===== config.mk =====
export PLATFORM = sky130hd
export DESIGN_NAME = evm_tally
export DESIGN_NICKNAME = d
export VERILOG_FILES = /design/src/rtl/evm_pkg.sv /design/src/rtl/evm_sat_counter.sv /design/src/rtl/evm_tally.sv
export SDC_FILE = /design/constraint.sdc
export NUM_CORES = 1
export LEC_CHECK = 0
export ABC_AREA = 1
export BUFFER_PORTS_ARGS = -buffer_cell sky130_fd_sc_hd__buf_4
export CAP_MARGIN = 20
export CORE_MARGIN = 1.5
export CORE_UTILIZATION = 45
export CTS_CLUSTER_SIZE = 28
export DETAILED_ROUTE_END_ITERATION = 6
export PLACE_DENSITY = 0.6
export SETUP_SLACK_MARGIN = 0.2
export SYNTH_ARGS = -nofsm -noshare
export SYNTH_HDL_FRONTEND = slang
export SYNTH_SLANG_ARGS = --single-unit

===== constraint.sdc =====
create_clock -name clk -period 3.55 [get_ports clk]
set_input_delay 0.1775 -clock clk [delete_from_list [all_inputs] [get_ports clk]]
set_output_delay 0.1775 -clock clk [all_outputs]
set_load 0.005 [all_outputs]

===== src/rtl/evm_pkg.sv =====
`default_nettype none
// ============================================================================
// evm_pkg : shared poll-session state type and width helpers for evm_tally
// Rev 1.0 : initial release
// ============================================================================
package evm_pkg;

    typedef enum logic [1:0] {
        IDLE = 2'd0,
        OPEN = 2'd1,
        SCAN = 2'd2,
        DONE = 2'd3
    } poll_state_t;

    function automatic int sel_width(input int num_cand);
        return $clog2(num_cand + 1);
    endfunction

    function automatic int tot_width(input int cnt_w, input int num_cand);
        return cnt_w + $clog2(num_cand + 1);
    endfunction

endpackage
`default_nettype wire


===== src/rtl/evm_sat_counter.sv =====
`default_nettype none
// ============================================================================
// evm_sat_counter : per-channel vote counter that sticks at all-ones
// Rev 1.0 : initial release
// ============================================================================
module evm_sat_counter #(
    parameter int W = 8
) (
    input  logic         clk,
    input  logic         rst_n,
    input  logic         clr,
    input  logic         inc,
    output logic [W-1:0] cnt,
    output logic         at_max
);

    logic [W-1:0] cnt_q, cnt_d;

    assign at_max = &cnt_q;
    assign cnt    = cnt_q;

    always_comb begin
        cnt_d = cnt_q;
        if (clr) begin
            cnt_d = '0;
        end else if (inc && !at_max) begin
            cnt_d = cnt_q + W'(1);
        end
    end

    always_ff @(posedge clk or negedge rst_n) begin
        if (!rst_n) begin
            cnt_q <= '0;
        end else begin
            cnt_q <= cnt_d;
        end
    end

endmodule
`default_nettype wire


===== src/rtl/evm_tally.sv =====
`default_nettype none
// ============================================================================
// evm_tally : poll-session vote tally with saturating counters and a
//             sequential winner scan over the eligible candidates
// Rev 1.0 : initial release
// ============================================================================
module evm_tally
    import evm_pkg::*;
#(
    parameter int NUM_CAND = 8,
    parameter int CNT_W    = 8,
    parameter int SEL_W    = sel_width(NUM_CAND),
    parameter int TOT_W    = tot_width(CNT_W, NUM_CAND)
) (
    input  logic             clk,
    input  logic             rst_n,
    input  logic             open_poll,
    input  logic             close_poll,
    input  logic             clear_poll,
    input  logic             vote_valid,
    input  logic [SEL_W-1:0] vote_sel,
    output logic             vote_ready,
    input  logic [SEL_W-1:0] rd_idx,
    output logic [CNT_W-1:0] rd_cnt,
    output logic [TOT_W-1:0] total_votes,
    output logic             sat,
    output logic [1:0]       poll_state,
    output logic             result_valid,
    output logic [SEL_W-1:0] winner_idx,
    output logic [CNT_W-1:0] winner_cnt,
    output logic             tie
);

    localparam int               NUM_CH     = NUM_CAND + 1;
    localparam logic [SEL_W-1:0] c_NOTA_IDX = SEL_W'(NUM_CAND);
    localparam logic [SEL_W-1:0] c_LAST_IDX = SEL_W'(NUM_CAND - 1);

    poll_state_t      state_q,    state_d;
    logic [SEL_W-1:0] scan_idx_q, scan_idx_d;
    logic [SEL_W-1:0] win_idx_q,  win_idx_d;
    logic [CNT_W-1:0] win_cnt_q,  win_cnt_d;
    logic             tie_q,      tie_d;
    logic [TOT_W-1:0] total_q,    total_d;
    logic             sat_q,      sat_d;

    logic [CNT_W-1:0]  w_cnt [NUM_CH];
    logic [NUM_CH-1:0] w_at_max;
    logic [NUM_CH-1:0] w_inc;
    logic              w_accept;
    logic              w_clr;
    logic [SEL_W-1:0]  w_chan;
    logic [CNT_W-1:0]  w_scan_cnt;

    // Out-of-range selectors fold onto the NOTA channel.
    assign w_accept   = vote_valid && (state_q == OPEN);
    assign w_chan     = (vote_sel > c_NOTA_IDX) ? c_NOTA_IDX : vote_sel;
    assign w_clr      = (state_q == DONE) && clear_poll;
    assign w_scan_cnt = w_cnt[scan_idx_q];

    for (genvar i = 0; i < NUM_CH; i++) begin : g_chan
        assign w_inc[i] = w_accept && (w_chan == SEL_W'(i));

        evm_sat_counter #(
            .W(CNT_W)
        ) u_cnt (
            .clk    (clk),
            .rst_n  (rst_n),
            .clr    (w_clr),
            .inc    (w_inc[i]),
            .cnt    (w_cnt[i]),
            .at_max (w_at_max[i])
        );
    end

    always_comb begin
        state_d    = state_q;
        scan_idx_d = scan_idx_q;
        win_idx_d  = win_idx_q;
        win_cnt_d  = win_cnt_q;
        tie_d      = tie_q;
        total_d    = total_q;
        sat_d      = sat_q;
        case (state_q)
            IDLE: begin
                if (open_poll) state_d = OPEN;
            end
            OPEN: begin
                if (w_accept) begin
                    if (w_at_max[w_chan]) sat_d   = 1'b1;
                    else                  total_d = total_q + TOT_W'(1);
                end
                if (close_poll) begin
                    state_d    = SCAN;
                    scan_idx_d = '0;
                end
            end
            SCAN: begin
                // Strict greater-than keeps the lowest index on equal counts.
                if (scan_idx_q == '0) begin
                    win_idx_d = '0;
                    win_cnt_d = w_scan_cnt;
                    tie_d     = 1'b0;
                end else if (w_scan_cnt > win_cnt_q) begin
                    win_idx_d = scan_idx_q;
                    win_cnt_d = w_scan_cnt;
                    tie_d     = 1'b0;
                end else if (w_scan_cnt == win_cnt_q) begin
                    tie_d = 1'b1;
                end
                if (scan_idx_q == c_LAST_IDX) begin
                    state_d = DONE;
                    if (win_cnt_d == '0) tie_d = 1'b1;
                end else begin
                    scan_idx_d = scan_idx_q + SEL_W'(1);
                end
            end
            DONE: begin
                if (clear_poll) begin
                    state_d    = IDLE;
                    scan_idx_d = '0;
                    win_idx_d  = '0;
                    win_cnt_d  = '0;
                    tie_d      = 1'b0;
                    total_d    = '0;
                    sat_d      = 1'b0;
                end
            end
            default: state_d = IDLE;
        endcase
    end

    always_ff @(posedge clk or negedge rst_n) begin
        if (!rst_n) begin
            state_q    <= IDLE;
            scan_idx_q <= '0;
            win_idx_q  <= '0;
            win_cnt_q  <= '0;
            tie_q      <= 1'b0;
            total_q    <= '0;
            sat_q      <= 1'b0;
        end else begin
            state_q    <= state_d;
            scan_idx_q <= scan_idx_d;
            win_idx_q  <= win_idx_d;
            win_cnt_q  <= win_cnt_d;
            tie_q      <= tie_d;
            total_q    <= total_d;
            sat_q      <= sat_d;
        end
    end

    assign vote_ready   = (state_q == OPEN);
    assign result_valid = (state_q == DONE);
    assign poll_state   = state_q;
    assign rd_cnt       = (rd_idx > c_NOTA_IDX) ? '0 : w_cnt[rd_idx];
    assign total_votes  = total_q;
    assign sat          = sat_q;
    assign winner_idx   = win_idx_q;
    assign winner_cnt   = win_cnt_q;
    assign tie          = tie_q;

endmodule
`default_nettype wire


**After elaboration in Yosys (flattened, before gate mapping)**

Index checks and enable logic that the tools add are counted.
W data, S select, Z words.

- Flip-flop bits (word level): 104
- Input port bits: 14
- Output and inout port bits: 38
- Word-level logic and storage cells: 176

- $add $sub $neg: 11
- Magnitude comparators: 6
- Equality and inequality tests: 22
- Multiplexer cells: 59
- Bitwise gates (word level): 2
- Reduce and logical (&&, ||, !) cells: 60

Operators by type and width:

| operator | number |
|---|---|
| $mux W8 | 27 |
| $add A8 B1 Y8 const B | 9 |
| $reduce_and A8 Y1 | 9 |
| $bmux W8 S4 | 2 |
| $mux W12 | 3 |
| $mux W4 | 6 |
| $pmux W12 S2 | 1 |
| $reduce_bool A2 Y1 | 11 |
| $eq A4 B3 Y1 const B | 5 |
| $logic_and A1 B1 Y1 | 20 |
| $pmux W8 S2 | 1 |
| $reduce_and A4 Y1 | 4 |
| $add A12 B1 Y12 const B | 1 |
| $ne A2 B2 Y1 const B | 6 |
| $pmux W4 S3 | 1 |
| $ge A5 B5 Y1 const B | 2 |
| $not A4 Y5 | 2 |
| $logic_not A1 Y1 | 9 |
| $mux W1 | 9 |
| $eq A4 B2 Y1 const B | 2 |
| $eq A8 B8 Y1 | 1 |
| $gt A4 B4 Y1 const B | 2 |
| $gt A8 B8 Y1 | 1 |
| $logic_not A4 Y1 | 2 |
| other kinds (18) | 24 |

**Depth between registers and ports, before layout**

- Depth in word-level cells: 12
- Gate-level depth with buffers: 27

**By module**

From an unflattened synthesis, not the netlist that was laid out.

- Cells, all modules: 1189
- Area, all modules: 8057.7 µm²

By module, submodules not included:

| module | instances | cells each | area an instance (µm²) | sequential area each (µm²) |
|---|---|---|---|---|
| evm_sat_counter | 9 | 69 | 503.0 | 200.2 |
| evm_tally | 1 | 568 | 3530.9 | 800.8 |

**Least setup slack after synthesis**

No wires, ideal clock.

- Path kind: flip-flop to flip-flop
- Start point: register scan_idx_q[0]
- End point: register tie_q, in the netlist tie
- Setup time: 117 ps
- Data arrival time: 2547 ps
- Required time: 3433 ps
- Path slack: 887 ps
- Cell stages (with the launch flop): 22
- Path buffers: 3
- Clock period less this slack: 2663 ps
- Path through: dfrtp_1 > buf_4 > buf_2 > a21oi_1 > o21ai_0 > nand3_1 > nand2_1 > nor2_1 > inv_1 > ha_1 > nand2_1 > nor2_1 > nand4_1 > nand2_2 > nand2_1 > buf_4 > o21ai_0 > nor2_1 > nand3_1 > nand2_1 > nand2_1 > nand2_1

- Longest elaborated chain between the ends: 12

Ends and longest elaborated chain:

| element | line | source |
|---|---|---|
| start: declaration | evm_tally.sv:39 | `logic [SEL_W-1:0] scan_idx_q, scan_idx_d;` |
| start signal: assignment | evm_tally.sv:143 | `scan_idx_q <= scan_idx_d;` |
| $not A4 Y5 (implied by the code) | evm_tally.sv:58 | `assign w_scan_cnt = w_cnt[scan_idx_q];` |
| $bmux W8 S4 | evm_tally.sv:58 |  |
| $mux W8 (implied by the code) (2 in a row) | evm_tally.sv:58 |  |
| $gt A8 B8 Y1 | evm_tally.sv:103 | `end else if (w_scan_cnt > win_cnt_q) begin` |
| $mux W8 | evm_tally.sv:103 |  |
| $mux W8 | evm_tally.sv:99 | `if (scan_idx_q == '0) begin` |
| $mux W8 | evm_tally.sv:83 | `case (state_q)` |
| $logic_not A8 Y1 | evm_tally.sv:112 | `if (win_cnt_d == '0) tie_d = 1'b1;` |
| $mux W1 | evm_tally.sv:112 |  |
| $mux W1 (*) | evm_tally.sv:110 | `if (scan_idx_q == c_LAST_IDX) begin` |
| $pmux W1 S2 (*) | evm_tally.sv:83 |  |
| end signal: assignment | evm_tally.sv:146 | `tie_q <= tie_d;` |
| end: declaration | evm_tally.sv:42 | `logic tie_q, tie_d;` |

Every way passes the cells marked *; elsewhere a longest branch is shown, timed or not. The select of a mux whose other input is x is not followed.
A chain may end at the register's enable or synchronous reset.

**Final worst setup path**

Ends and elaborated chain as after synthesis.

==> results.ini <==
[outcome]
status=complete, no violations

[detailed_routing]
vias=6826
drt-total-wl_um=20500
route.detailed.drc=0
ant_nets=0
drt_first_pass_iters=5
vias_per_cell=5.42
wl_per_cell_um=16.3
drt_iter0_drc=582

[floorplanning]
coreArea_mm2=0.0153
die_x_um=129
die-area_mm2=0.0165
row_count=45
die_y_um=129
start_util_pct=46.3
ioPinCount=52

[placed_design]
dp_hpwl_um=15500
pre_cts_ws_ns=0.485
gp_congestion=0.969
port-buffer-count=51
dpl_cell_area_mm2=0.00763

[worst_setup_path]
crit_start=scan_idx_q[0]
rr_worst_depth=20
crit_type=flip-flop to flip-flop
timing.rr.end=tie
worstSetupEndpointType=flip-flop
critPathLaunchType=flip-flop
r2r-start=scan_idx_q[0]
critPathSlowestCell=dfrtp_1
r2r_setup_slack_ns=0.60
crit_path_cell_trace=buf_4 -> nor2_1 -> nand2_1 -> inv_1 -> nand2_1 -> nand2_1 -> nor2_1 -> inv_1 -> ha_1 -> nand2_1 -> nor2_1 -> nand4_1 -> nand2_2 -> nand2_2 -> o21ai_0 -> nor2_1 -> nand3_1 -> nand2_1 -> nand2_1 -> nand2_1
crit_end=tie
crit_fanout=27
critPathMaxStageDelay_ns=0.38
critPathArrivalTime_ns=3.20
path_common_cell=nand2_1
required_ns=3.80

[grt]
overflow=0
globalRouteMet2Util_pct=40.1
met3_usage_pct=4.49
track_usage_pct=26.2
grt_pass1_wl_um=33400
gr-max-usage-layer=met2
antenna_found_initial=0
grt_pass1_vias=6264
met1_usage_pct=38.2
grt_max_degree=62

[final_layout]
fin_util_pct=51.9
drive_gt1_share_pct=11.2
nets=1082
n_antenna_cell=0
area_growth_pct=12.0
fin_area_mm2=0.00795

[cts]
postCtsSetupRepairBufs=0
clockRootBuffer=clkbuf_16
cts-htree-levels=3
clk_latency_ns=0.36
cts_tree=built
cts.sinks=104
clock_path_buffers=2
cts_buffers=9
clk_pin_slew_ns=0.07

[timing]
rsz0062_at_grt=false
clock.fmax_ghz=0.339
fin_crit_sh_pct=83.0
tns_ns=0
fin_skew_ns=0.00680
maxSlewViolCount=0
period_needed_ns=2.95
setup_violations=0
hold_viol=0
worst_pin_slew_ns=0.801
setup_slack_ns=0.602
relSlewSlack_pct=46.6

[worst_hold_path]
hold_class=primary input to flip-flop

[synthesis]
ys_top_cells_by_area=dfrtp_1 (37%), nand2_1 (10%), a21oi_1 (7.8%)
synth-edff-count=0
synth_top_area_share_pct=36.7
yosysMostFrequentCell=nand2_1
syn_nets=1049
synth-seq-cells=104
synthCells=1011
synth_area_leader_cell=dfrtp_1
seq_area_frac_synth_pct=36.7
synth-async-reset-ratio_pct=100
yosys_warnings=0
synth_ff_type=dfrtp_1
synth.distinct_cells=43
syn_avg_cell_area_um2=7.02
synth_commonest_cells=nand2_1 (192), inv_1 (117), a21oi_1 (110)
synth_area_mm2=0.00710

[pwr]
p_per_area_mw_per_mm2=606
leakage_nw=3.70
ir_worst_vdd_v=0.000374

[run]
maxCapViolCount=0

[worst min path at each step]
stage                           start                     end  slack [ns]  cells past startpoint
after detailed placement        rst_n  g_chan[7].u_cnt.cnt[5]        0.34                      1
after global placement          rst_n  g_chan[7].u_cnt.cnt[6]        0.33                      1
after global routing      vote_sel[3]  g_chan[8].u_cnt.cnt[2]        0.19                      3
after floorplan                 rst_n  g_chan[0].u_cnt.cnt[0]       -0.12                      0
after CTS                 vote_sel[3]  g_chan[8].u_cnt.cnt[2]        0.15                      3
final                     vote_sel[3]  g_chan[8].u_cnt.cnt[2]        0.16                      3
[state kept, by name, summed over array words and instances, names as in the netlist]
register,cells
g_chan.u_cnt.cnt,72
sat,1
winner_idx,4
poll_state,2
scan_idx_q,4
tie,1
total_votes,12
winner_cnt,8
[worst max-delay path: cells and delay by family (launching register included)]
| family | cells | cell delay [ns] |
|---|---|---|
| AND/OR/NAND/NOR | 15 | 1.47 |
| buffers and inverters | 3 | 0.45 |
| AO/OA/AOI/OAI | 1 | 0.24 |
| adder cells (fa/ha/maj) | 1 | 0.29 |
| flip-flops | 1 | 0.38 |
[timing repair]
action,in CTS,in global routing
endpoints found under the hold margin,60,0
hold buffers,1,0
gates resized for setup,0,1
endpoints found under the setup margin,0,1
[kinds of logic (layout without fill, tap and decap cells)]
logic type               Yosys count  count (layout)  share of synthesized area [%]
AO/OA/AOI/OAI                    255             255                           19.1
XOR/XNOR                           9               9                           1.11
adder cells (fa/ha/maj)           24              24                           4.23
buffers and inverters            162             200                           9.24
flip-flops                       104             104                           36.7
AND/OR/NAND/NOR                  457             457                           29.7
[where the power goes]
part           internal (W)  leakage (nW)  total, W  switching, W
Clock              0.000587         0.153   0.00104      0.000457
Combinational      0.000783          2.13   0.00228       0.00150
Sequential          0.00134          1.42   0.00149      0.000147
Total               0.00271          3.70   0.00482       0.00210
[layout make-up]
type | instances | area (µm²)
clock buffer | 12 | 256
multi-input combinational | 745 | 3840
clock inverter | 4 | 52.6
timing repair buffer | 61 | 473
fill | 1582 | 7360
inverter | 123 | 462
sequential | 104 | 2600
tap | 211 | 264
[per-stage QoR]
stage                     total power, W  std cells  hold WS [ns]
after floorplan                  0.00315       1011        -0.118
after global placement           0.00376       1243         0.329
after detailed placement         0.00378       1243         0.342
after CTS                        0.00484       1260         0.145
after global routing             0.00523       1260         0.188
final                            0.00482       1260         0.162
[metal layers]
layer / routed length (µm) / share of wire (%) / up-vias
li1: - / - / 3450
met1: 9790 / 48 / 3153
met2: 9090 / 44 / 202
met3: 1250 / 6.1 / 21
met4: 389 / 1.9 / 0
met5: 0 / 0 / -
[layout by cell type, fill, tap and decap left out, drive strengths merged]
cell,n
a211oi,8
a21o,1
a21oi,110
a31oi,1
a32o,1
and2,1
buf,60
bufinv,1
clkbuf,12
clkinv,5
dfrtp,104
dlygate4sd3,1
ha,24
inv,121
nand2,200
nand3,94
nand3b,2
nand4,14
nor2,104
nor3,37
nor3b,1
nor4,4
o211ai,9
o21a,2
o21ai,114
o21bai,1
o22ai,7
o31ai,1
xor2,9
No activity file was read; power rests on OpenSTA's default activity.
